**config.mk**
```make
export PLATFORM = sky130hd
export DESIGN_NAME = ex_stage_md_flat
export DESIGN_NICKNAME = d
export VERILOG_FILES = /design/src/rtl/ex_stage_md_if.sv /design/src/rtl/ex_stage_md.sv /design/src/flat_wrapper.sv
export SDC_FILE = /design/constraint.sdc
export NUM_CORES = 1
export LEC_CHECK = 0
export CAP_MARGIN = 20
export CORE_ASPECT_RATIO = 0.9
export CORE_MARGIN = 2
export CORE_UTILIZATION = 55
export DETAILED_ROUTE_END_ITERATION = 10
export MAX_ROUTING_LAYER = met4
export PLACE_DENSITY = 0.85
export SLEW_MARGIN = 0
export SYNTH_ARGS = -nofsm -noshare
export SYNTH_HDL_FRONTEND = slang
export SYNTH_SLANG_ARGS = --single-unit
export TNS_END_PERCENT = 50
```
**constraint.sdc**
```tcl
create_clock -name clk -period 4.5 [get_ports clk]
set_input_delay 0.9 -clock clk [delete_from_list [all_inputs] [get_ports clk]]
set_output_delay 0.9 -clock clk [all_outputs]
set_load 0.02 [all_outputs]
```
**src/rtl/ex_stage_md_if.sv**
```systemverilog
// ex_stage_md_if -- bundle of every non-clock signal of the execute stage.
//   master : upstream/decoder side; drives the instruction and operands,
//            receives stall and the registered results.
//   slave  : the execute stage itself.
// Signals:
//   valid_in, flush, RegDst, ALUSrc, ALUOp[2:0], MDOp[1:0],
//   forwardA[1:0], forwardB[1:0], Data1, Data2, preData, prePreData,
//   immediate, Rt, Rd                        (master -> slave)
//   stall, valid_out, Zero, ALUOut, HiOut, MemWriteData, RegDest
//                                            (slave -> master)
interface ex_stage_md_if #(
  parameter int WIDTH    = 32,
  parameter int REG_ADDR = 5
);
  logic                valid_in;
  logic                flush;
  logic                RegDst;
  logic                ALUSrc;
  logic [2:0]          ALUOp;
  logic [1:0]          MDOp;
  logic [1:0]          forwardA;
  logic [1:0]          forwardB;
  logic [WIDTH-1:0]    Data1;
  logic [WIDTH-1:0]    Data2;
  logic [WIDTH-1:0]    preData;
  logic [WIDTH-1:0]    prePreData;
  logic [WIDTH-1:0]    immediate;
  logic [REG_ADDR-1:0] Rt;
  logic [REG_ADDR-1:0] Rd;
  logic                stall;
  logic                valid_out;
  logic                Zero;
  logic [WIDTH-1:0]    ALUOut;
  logic [WIDTH-1:0]    HiOut;
  logic [WIDTH-1:0]    MemWriteData;
  logic [REG_ADDR-1:0] RegDest;

  modport master (
    output valid_in, flush, RegDst, ALUSrc, ALUOp, MDOp, forwardA, forwardB,
           Data1, Data2, preData, prePreData, immediate, Rt, Rd,
    input  stall, valid_out, Zero, ALUOut, HiOut, MemWriteData, RegDest
  );

  modport slave (
    input  valid_in, flush, RegDst, ALUSrc, ALUOp, MDOp, forwardA, forwardB,
           Data1, Data2, preData, prePreData, immediate, Rt, Rd,
    output stall, valid_out, Zero, ALUOut, HiOut, MemWriteData, RegDest
  );
endinterface

```
**src/rtl/ex_stage_md.sv**
```systemverilog
// ex_stage_md -- execute stage with single-cycle ALU and an iterative
// unsigned multiply/divide unit (one shift-add / restoring-subtract step
// per cycle).
// Ports:
//   clk  : rising-edge clock
//   rst  : asynchronous active-low reset
//   bus  : ex_stage_md_if.slave (instruction, operands, forwarding,
//          stall and registered results)
// ALU ops complete one edge after presentation. MUL/DIV latch their
// operands on acceptance, run WIDTH iterations in BUSY, and deliver the
// result from DONE while the upstream instruction is finally consumed.
module ex_stage_md #(
  parameter int WIDTH    = 32,
  parameter int REG_ADDR = 5
) (
  input logic          clk,
  input logic          rst,
  ex_stage_md_if.slave bus
);

  localparam int            CW       = $clog2(WIDTH);
  localparam logic [CW-1:0] CNT_LAST = CW'(WIDTH - 1);

  typedef enum logic [1:0] {
    IDLE = 2'b00,
    BUSY = 2'b01,
    DONE = 2'b10
  } state_e;

  state_e              state_q, state_d;
  logic [CW-1:0]       cnt_q, cnt_d;
  logic                mul_q, mul_d;        // 1: MUL in flight, 0: DIV
  logic [WIDTH-1:0]    b_q, b_d;            // multiplicand/divisor, also store data
  logic [WIDTH-1:0]    hi_q, hi_d;          // product high / partial remainder
  logic [WIDTH-1:0]    lo_q, lo_d;          // multiplier->product low / dividend->quotient
  logic [REG_ADDR-1:0] dest_q, dest_d;
  logic [WIDTH-1:0]    alu_out_q, alu_out_d;
  logic [WIDTH-1:0]    hi_out_q, hi_out_d;
  logic [WIDTH-1:0]    mwd_q, mwd_d;
  logic [REG_ADDR-1:0] reg_dest_q, reg_dest_d;
  logic                valid_out_q, valid_out_d;
  logic                zero_q, zero_d;
  logic                stall_c;

  logic [WIDTH-1:0]    op_a, op_b_reg, op_b_alu, alu_res;
  logic [REG_ADDR-1:0] dest_sel;
  logic                is_md;
  logic [WIDTH:0]      mul_sum, div_shift, div_diff;
  logic                div_ge;

  // Forwarding mux: 01 two-back result, 10 one-back result, else register file.
  function automatic logic [WIDTH-1:0] fwd_sel(input logic [1:0] sel,
                                               input logic [WIDTH-1:0] data,
                                               input logic [WIDTH-1:0] pre,
                                               input logic [WIDTH-1:0] prepre);
    logic [WIDTH-1:0] r;
    case (sel)
      2'b01:   r = prepre;
      2'b10:   r = pre;
      default: r = data;
    endcase
    return r;
  endfunction

  // Operand selection, ALU and one multiply/divide iteration step.
  always_comb begin
    op_a     = fwd_sel(bus.forwardA, bus.Data1, bus.preData, bus.prePreData);
    op_b_reg = fwd_sel(bus.forwardB, bus.Data2, bus.preData, bus.prePreData);
    op_b_alu = bus.ALUSrc ? bus.immediate : op_b_reg;
    dest_sel = bus.RegDst ? bus.Rd : bus.Rt;
    is_md    = (bus.MDOp == 2'b01) || (bus.MDOp == 2'b10);
    case (bus.ALUOp)
      3'b000:  alu_res = op_a + op_b_alu;
      3'b001:  alu_res = op_a - op_b_alu;
      3'b010:  alu_res = op_a & op_b_alu;
      3'b011:  alu_res = op_a | op_b_alu;
      3'b100:  alu_res = op_a ^ op_b_alu;
      3'b101:  alu_res = ~(op_a | op_b_alu);
      3'b110:  alu_res = {{(WIDTH-1){1'b0}}, ($signed(op_a) < $signed(op_b_alu))};
      default: alu_res = {{(WIDTH-1){1'b0}}, (op_a < op_b_alu)};
    endcase
    // Shift-add: add multiplicand into the high half when the current
    // multiplier bit is set, then shift the whole product right.
    mul_sum   = {1'b0, hi_q} + (lo_q[0] ? {1'b0, b_q} : {(WIDTH+1){1'b0}});
    // Restoring divide: bring in the next dividend bit and try a subtract.
    // A zero divisor always "fits", yielding all-ones quotient and the
    // dividend shifted back out as remainder.
    div_shift = {hi_q, lo_q[WIDTH-1]};
    div_ge    = (div_shift >= {1'b0, b_q});
    div_diff  = div_shift - {1'b0, b_q};
  end

  // Next-state, stall and output-register loads.
  always_comb begin
    state_d     = state_q;
    cnt_d       = cnt_q;
    mul_d       = mul_q;
    b_d         = b_q;
    hi_d        = hi_q;
    lo_d        = lo_q;
    dest_d      = dest_q;
    alu_out_d   = alu_out_q;
    hi_out_d    = hi_out_q;
    mwd_d       = mwd_q;
    reg_dest_d  = reg_dest_q;
    zero_d      = zero_q;
    valid_out_d = 1'b0;
    stall_c     = 1'b0;
    if (bus.flush) begin
      // Flush beats everything: drop any MD work, results other than valid hold.
      state_d = IDLE;
      cnt_d   = {CW{1'b0}};
    end else begin
      case (state_q)
        IDLE: begin
          if (bus.valid_in && is_md) begin
            stall_c = 1'b1;
            state_d = BUSY;
            cnt_d   = CNT_LAST;
            mul_d   = (bus.MDOp == 2'b01);
            b_d     = op_b_reg;
            hi_d    = {WIDTH{1'b0}};
            lo_d    = op_a;
            dest_d  = dest_sel;
          end else if (bus.valid_in) begin
            alu_out_d   = alu_res;
            zero_d      = (alu_res == {WIDTH{1'b0}});
            hi_out_d    = {WIDTH{1'b0}};
            mwd_d       = op_b_reg;
            reg_dest_d  = dest_sel;
            valid_out_d = 1'b1;
          end else begin
            valid_out_d = 1'b0;
          end
        end
        BUSY: begin
          stall_c = 1'b1;
          if (mul_q) begin
            {hi_d, lo_d} = {mul_sum, lo_q[WIDTH-1:1]};
          end else begin
            hi_d = div_ge ? div_diff[WIDTH-1:0] : div_shift[WIDTH-1:0];
            lo_d = {lo_q[WIDTH-2:0], div_ge};
          end
          if (cnt_q == {CW{1'b0}}) begin
            state_d = DONE;
          end else begin
            cnt_d = cnt_q - {{(CW-1){1'b0}}, 1'b1};
          end
        end
        DONE: begin
          // The still-presented instruction is the one just finished; consume it.
          alu_out_d   = lo_q;
          hi_out_d    = hi_q;
          zero_d      = (lo_q == {WIDTH{1'b0}});
          reg_dest_d  = dest_q;
          mwd_d       = b_q;
          valid_out_d = 1'b1;
          state_d     = IDLE;
        end
        default: begin
          state_d = IDLE;
        end
      endcase
    end
  end

  // State, iteration datapath and registered outputs.
  always_ff @(posedge clk or negedge rst) begin
    if (!rst) begin
      state_q     <= IDLE;
      cnt_q       <= {CW{1'b0}};
      mul_q       <= 1'b0;
      b_q         <= {WIDTH{1'b0}};
      hi_q        <= {WIDTH{1'b0}};
      lo_q        <= {WIDTH{1'b0}};
      dest_q      <= {REG_ADDR{1'b0}};
      alu_out_q   <= {WIDTH{1'b0}};
      hi_out_q    <= {WIDTH{1'b0}};
      mwd_q       <= {WIDTH{1'b0}};
      reg_dest_q  <= {REG_ADDR{1'b0}};
      valid_out_q <= 1'b0;
      zero_q      <= 1'b0;
    end else begin
      state_q     <= state_d;
      cnt_q       <= cnt_d;
      mul_q       <= mul_d;
      b_q         <= b_d;
      hi_q        <= hi_d;
      lo_q        <= lo_d;
      dest_q      <= dest_d;
      alu_out_q   <= alu_out_d;
      hi_out_q    <= hi_out_d;
      mwd_q       <= mwd_d;
      reg_dest_q  <= reg_dest_d;
      valid_out_q <= valid_out_d;
      zero_q      <= zero_d;
    end
  end

  // Stall is forced low while reset is held, even with an MD op presented.
  assign bus.stall        = stall_c & rst;
  assign bus.valid_out    = valid_out_q;
  assign bus.Zero         = zero_q;
  assign bus.ALUOut       = alu_out_q;
  assign bus.HiOut        = hi_out_q;
  assign bus.MemWriteData = mwd_q;
  assign bus.RegDest      = reg_dest_q;

endmodule

```
**src/flat_wrapper.sv**
```systemverilog
// flat-port wrapper written by rule: the top's interface ports become plain ports
module ex_stage_md_flat 
#(
  parameter int WIDTH    = 32,
  parameter int REG_ADDR = 5
)
  (clk, rst, bus_valid_in, bus_flush, bus_RegDst, bus_ALUSrc, bus_ALUOp, bus_MDOp, bus_forwardA, bus_forwardB, bus_Data1, bus_Data2, bus_preData, bus_prePreData, bus_immediate, bus_Rt, bus_Rd, bus_stall, bus_valid_out, bus_Zero, bus_ALUOut, bus_HiOut, bus_MemWriteData, bus_RegDest);
  ex_stage_md_if #(.WIDTH(WIDTH), .REG_ADDR(REG_ADDR)) bus_i ();
  input logic clk;
  input logic rst;
  input wire logic [$bits(bus_i.valid_in)-1:0] bus_valid_in;
  input wire logic [$bits(bus_i.flush)-1:0] bus_flush;
  input wire logic [$bits(bus_i.RegDst)-1:0] bus_RegDst;
  input wire logic [$bits(bus_i.ALUSrc)-1:0] bus_ALUSrc;
  input wire logic [$bits(bus_i.ALUOp)-1:0] bus_ALUOp;
  input wire logic [$bits(bus_i.MDOp)-1:0] bus_MDOp;
  input wire logic [$bits(bus_i.forwardA)-1:0] bus_forwardA;
  input wire logic [$bits(bus_i.forwardB)-1:0] bus_forwardB;
  input wire logic [$bits(bus_i.Data1)-1:0] bus_Data1;
  input wire logic [$bits(bus_i.Data2)-1:0] bus_Data2;
  input wire logic [$bits(bus_i.preData)-1:0] bus_preData;
  input wire logic [$bits(bus_i.prePreData)-1:0] bus_prePreData;
  input wire logic [$bits(bus_i.immediate)-1:0] bus_immediate;
  input wire logic [$bits(bus_i.Rt)-1:0] bus_Rt;
  input wire logic [$bits(bus_i.Rd)-1:0] bus_Rd;
  output wire logic [$bits(bus_i.stall)-1:0] bus_stall;
  output wire logic [$bits(bus_i.valid_out)-1:0] bus_valid_out;
  output wire logic [$bits(bus_i.Zero)-1:0] bus_Zero;
  output wire logic [$bits(bus_i.ALUOut)-1:0] bus_ALUOut;
  output wire logic [$bits(bus_i.HiOut)-1:0] bus_HiOut;
  output wire logic [$bits(bus_i.MemWriteData)-1:0] bus_MemWriteData;
  output wire logic [$bits(bus_i.RegDest)-1:0] bus_RegDest;
  assign bus_i.valid_in = bus_valid_in;
  assign bus_i.flush = bus_flush;
  assign bus_i.RegDst = bus_RegDst;
  assign bus_i.ALUSrc = bus_ALUSrc;
  assign bus_i.ALUOp = bus_ALUOp;
  assign bus_i.MDOp = bus_MDOp;
  assign bus_i.forwardA = bus_forwardA;
  assign bus_i.forwardB = bus_forwardB;
  assign bus_i.Data1 = bus_Data1;
  assign bus_i.Data2 = bus_Data2;
  assign bus_i.preData = bus_preData;
  assign bus_i.prePreData = bus_prePreData;
  assign bus_i.immediate = bus_immediate;
  assign bus_i.Rt = bus_Rt;
  assign bus_i.Rd = bus_Rd;
  assign bus_stall = bus_i.stall;
  assign bus_valid_out = bus_i.valid_out;
  assign bus_Zero = bus_i.Zero;
  assign bus_ALUOut = bus_i.ALUOut;
  assign bus_HiOut = bus_i.HiOut;
  assign bus_MemWriteData = bus_i.MemWriteData;
  assign bus_RegDest = bus_i.RegDest;
  ex_stage_md #(.WIDTH(WIDTH), .REG_ADDR(REG_ADDR)) u_core (.clk(clk), .rst(rst), .bus(bus_i));
endmodule
```
==> flow_summary.ini <==
[outcome]
outcome = finished, violations left
violations = negative setup slack

[sta]
hold_violations = 0
rsz0062_at_grt = true
worst_slack_ns = -0.310
min_period_over_period_pct = 107
relSlewSlack_pct = 26.3
holdWs_ns = 0.198
fmax_ghz = 0.208
worst_slew_pin_slew_ns = 1.11
fin_crit_ns = 4.81
skew_ns = 0.0147
drv_slew = 0
setup_violations = 7

[final_layout]
nNetsFinal = 3767
drive_above_1_share_pct = 22.5
syn2layout_area_growth_pct = 42.2
regArea_mm2 = 0.00531
fill_cells = 2457
postLayoutCellArea_mm2 = 0.0295
multi_input_area_mm2 = 0.0153
instances_no_fill = 3895

[route]
drc_errors = 0
drtAntennaViolNets = 0
first_pass_iters = 6
dr_total_vias = 25764
routed_via_density = 6.61
routed_wl_mm = 95.3
drt_iter0_drc = 3724
wire_per_inst_um = 24.5

[synth]
ys_ff_latch = 212
synthCells = 2752
synth_fp_nets = 3124
synth.distinct_cells = 84
syn_area_mm2 = 0.0207
async_flop_share_pct = 100
yosys.area_share.adder_pct = 11.4
synth-simple-area-share_pct = 19.3
ys_warn_count = 0
synth_edf_count = 0
synth_mux_area_share_pct = 6.69
synth_xor_area_share_pct = 2.79
ys_seq_area_share_pct = 25.6
synth_ff_type = dfrtp_1
synth-compound-area-share_pct = 28.1
synth_top_family_by_area = compound AO/OA/AOI/OAI gates
syn_avg_cell_area_um2 = 7.53

[run]
maxCapViolations = 0

[die]
die-height_um = 188
dieArea_mm2 = 0.0393
fp.dieW_um = 209
core_mm2 = 0.0372
start_util_pct = 55.7
pin_count = 289
rows = 67

[critical_path]
worst-path-buf-inv = 6
cp_cell_sequence = buf_6 -> buf_6 -> ha_4 -> buf_12 -> buf_6 -> o21ai_4 -> mux2_4 -> ha_4 -> fa_2 -> or2_4 -> a211oi_4 -> o31ai_4 -> a221oi_2 -> buf_4 -> buf_4 -> nor2_1 -> nor3_1 -> a22oi_1 -> a211o_1 -> nor4_2 -> nand4_1 -> o31ai_2
crit_path_frequent_cell = buf_6
required_ns = 4.95
reg2reg_depth = 15
crit_cells = 22
critical_path_class = input port to register
slowest_delay_ns = 0.37
rrSetupSlack_ns = 0.20
cp_top_family = compound AO/OA/AOI/OAI gates
end_kind = register
cpMaxStageDelayCell = fa_2
worst-path-max-fanout = 5
cp-start-kind = input port
arrival_ns = 5.26

[placed_design]
gp_congestion = 1.08
dp_cells = 3811
placed_area_mm2 = 0.0274
dp_slack_ns = -1.61
io_buffer_count = 288
dp_hpwl_mm = 70.2

[clocking]
insertion_delay_ns = 0.55
numCtsBuffers = 23
cts_tree = yes
htree_num_levels = 1
cts_buffer_depth = 3
cts.clk_slew.worst_paths_ns = 0.06
clkSinkCount = 212
cts_root_buf = clkbuf_16

[grt]
grt_util_all_layers_pct = 48.0
overflow = 0
grt_first_pass_wirelength_mm = 143
grt_pass1_vias = 24580
antenna_found_initial = 2
grt_max_degree = 97

[power]
leakagePower_nw = 13.6
power_density_mw_per_mm2 = 475
vdd_drop_max_uv = 444

[worst_hold_path]
hold_class = input port to asynchronous set/reset pin
-- cell type report --
type,count,share of cell area (%)
Tap cell,483,2.05
Clock buffer,35,2.31
Clock inverter,5,0.233
Timing Repair Buffer,791,23.6
Antenna cell,2,0.0170
Inverter,164,2.10
Sequential cell,212,18.0
Multi-Input combinational cell,2203,51.7
-- what timing repair did --
item	CTS	global route
gates resized for setup	127	126
hold buffers	0	0
setup buffers	27	19
pin swaps	37	58
setup endpoints to repair	29	21
gates cloned	2	0
-- synth_stat cells, types with 5 or more instances --
master,instances,area (µm²)
a211oi_1,41,308
o21bai_1,20,150
dfrtp_1,212,5310
o211ai_1,18,135
a21o_1,50,375
mux2_2,37,417
nor2_1,242,908
a31oi_1,53,332
a311oi_1,8,70.1
a211o_1,11,96.3
xor2_1,30,263
a31o_2,7,61.3
a22o_1,22,193
o31ai_1,13,97.6
a221oi_1,13,114
a221o_1,11,110
o31a_1,6,52.6
o21a_1,11,82.6
nand4_1,17,106
a21boi_0,15,113
buf_1,23,86.3
nor4_1,22,138
nand2_1,396,1490
xnor2_1,36,315
nor3b_1,6,45.0
o22ai_1,13,81.3
a2111oi_0,6,52.6
a41oi_1,5,43.8
inv_1,163,612
nand3_1,68,340
mux2i_1,97,971
a22oi_1,70,526
or2_2,8,50.1
or4_1,5,37.5
or3_1,12,75.1
a21oi_1,195,976
o21ai_0,266,1330
and3_1,10,62.6
clkbuf_1,145,544
nand2b_1,27,169
ha_1,183,2290
o221ai_1,11,96.3
nor2b_1,20,125
nor3_1,49,245
and2_1,8,50.1
-- cells by family after synthesis --
group | count (synthesis)
AOI/OAI and AO/OA | 907
xor gates and xnor gates | 66
adders and majority gates | 187
buffers and inverters | 337
DFF | 212
muxes | 134
and+or+nand+nor | 909
-- state kept, by name (all words and copies together) (netlist names) --
register and cells:
u_core.b_q 32, u_core.bus.ALUOut 32, u_core.bus.HiOut 32, u_core.bus.MemWriteData 32, u_core.hi_q 32, u_core.lo_q 32, u_core.bus.RegDest 5, u_core.cnt_q 5
u_core.dest_q 5, u_core.state_q 2, u_core.bus.Zero 1, u_core.bus.valid_out 1, u_core.mul_q 1
-- metal layers --
metal	vias up	GRT usage, %	wire length (µm)
met5	-	-	0
met4	0	30.8	7670
met3	500	10.4	12200
met2	2107	71.4	40300
met1	12004	59.4	35200
li1	11153	-	-
-- through the flow --
stage	power, mW	util (%)	TNS [ns]
global placement	10.9	73.7	-26.79
finish	14.0	79.2	-0.761
global route	14.6	79.2	-1.72
CTS	13.4	77.6	-0.554
detailed placement	11.2	73.7	-29.67
floorplan	7.94	-	-0.370
-- cells in the final DEF, fill, tap and decap left out, drive strengths merged, types with 12 or more instances in the layout --
master	netlist	layout
o21ai	269	269
nand2b	27	27
nand2	396	396
a22o	22	22
inv	163	165
nor4	22	22
a31oi	53	53
nand3	68	68
dfrtp	212	212
a211oi	41	41
nand4	17	17
ha	183	183
nor2b	20	20
buf	27	505
a22oi	70	70
a21boi	15	15
o211ai	18	18
clkdlybuf4s50	0	277
nor3	49	49
a221oi	14	14
xor2	30	30
a21oi	195	195
mux2i	97	97
o31ai	15	15
a21o	50	50
o22ai	13	13
nor2	242	242
or3	12	12
clkbuf	146	37
o21bai	21	21
mux2	37	37
xnor2	36	36
-- path summary, 6_finish.rpt --
path                                     startpoint                     to
worst min-delay path                            rst    u_core.bus.HiOut[3]
worst max-delay path                bus_forwardB[1]        u_core.bus.Zero
worst max register to register       u_core.lo_q[0]        u_core.hi_q[31]
min in group clk                u_core.bus.HiOut[7]    u_core.bus.HiOut[7]
worst min register to register  u_core.bus.HiOut[7]    u_core.bus.HiOut[7]
max in group asynchronous                       rst  u_core.bus.ALUOut[11]
-- power by group --
part	internal [mW]	switching [mW]
combinational	3.95	5.00
clock	1.11	0.830
sequential	2.44	0.686
total	7.50	6.52
Power figures use the tool's default switching activity.
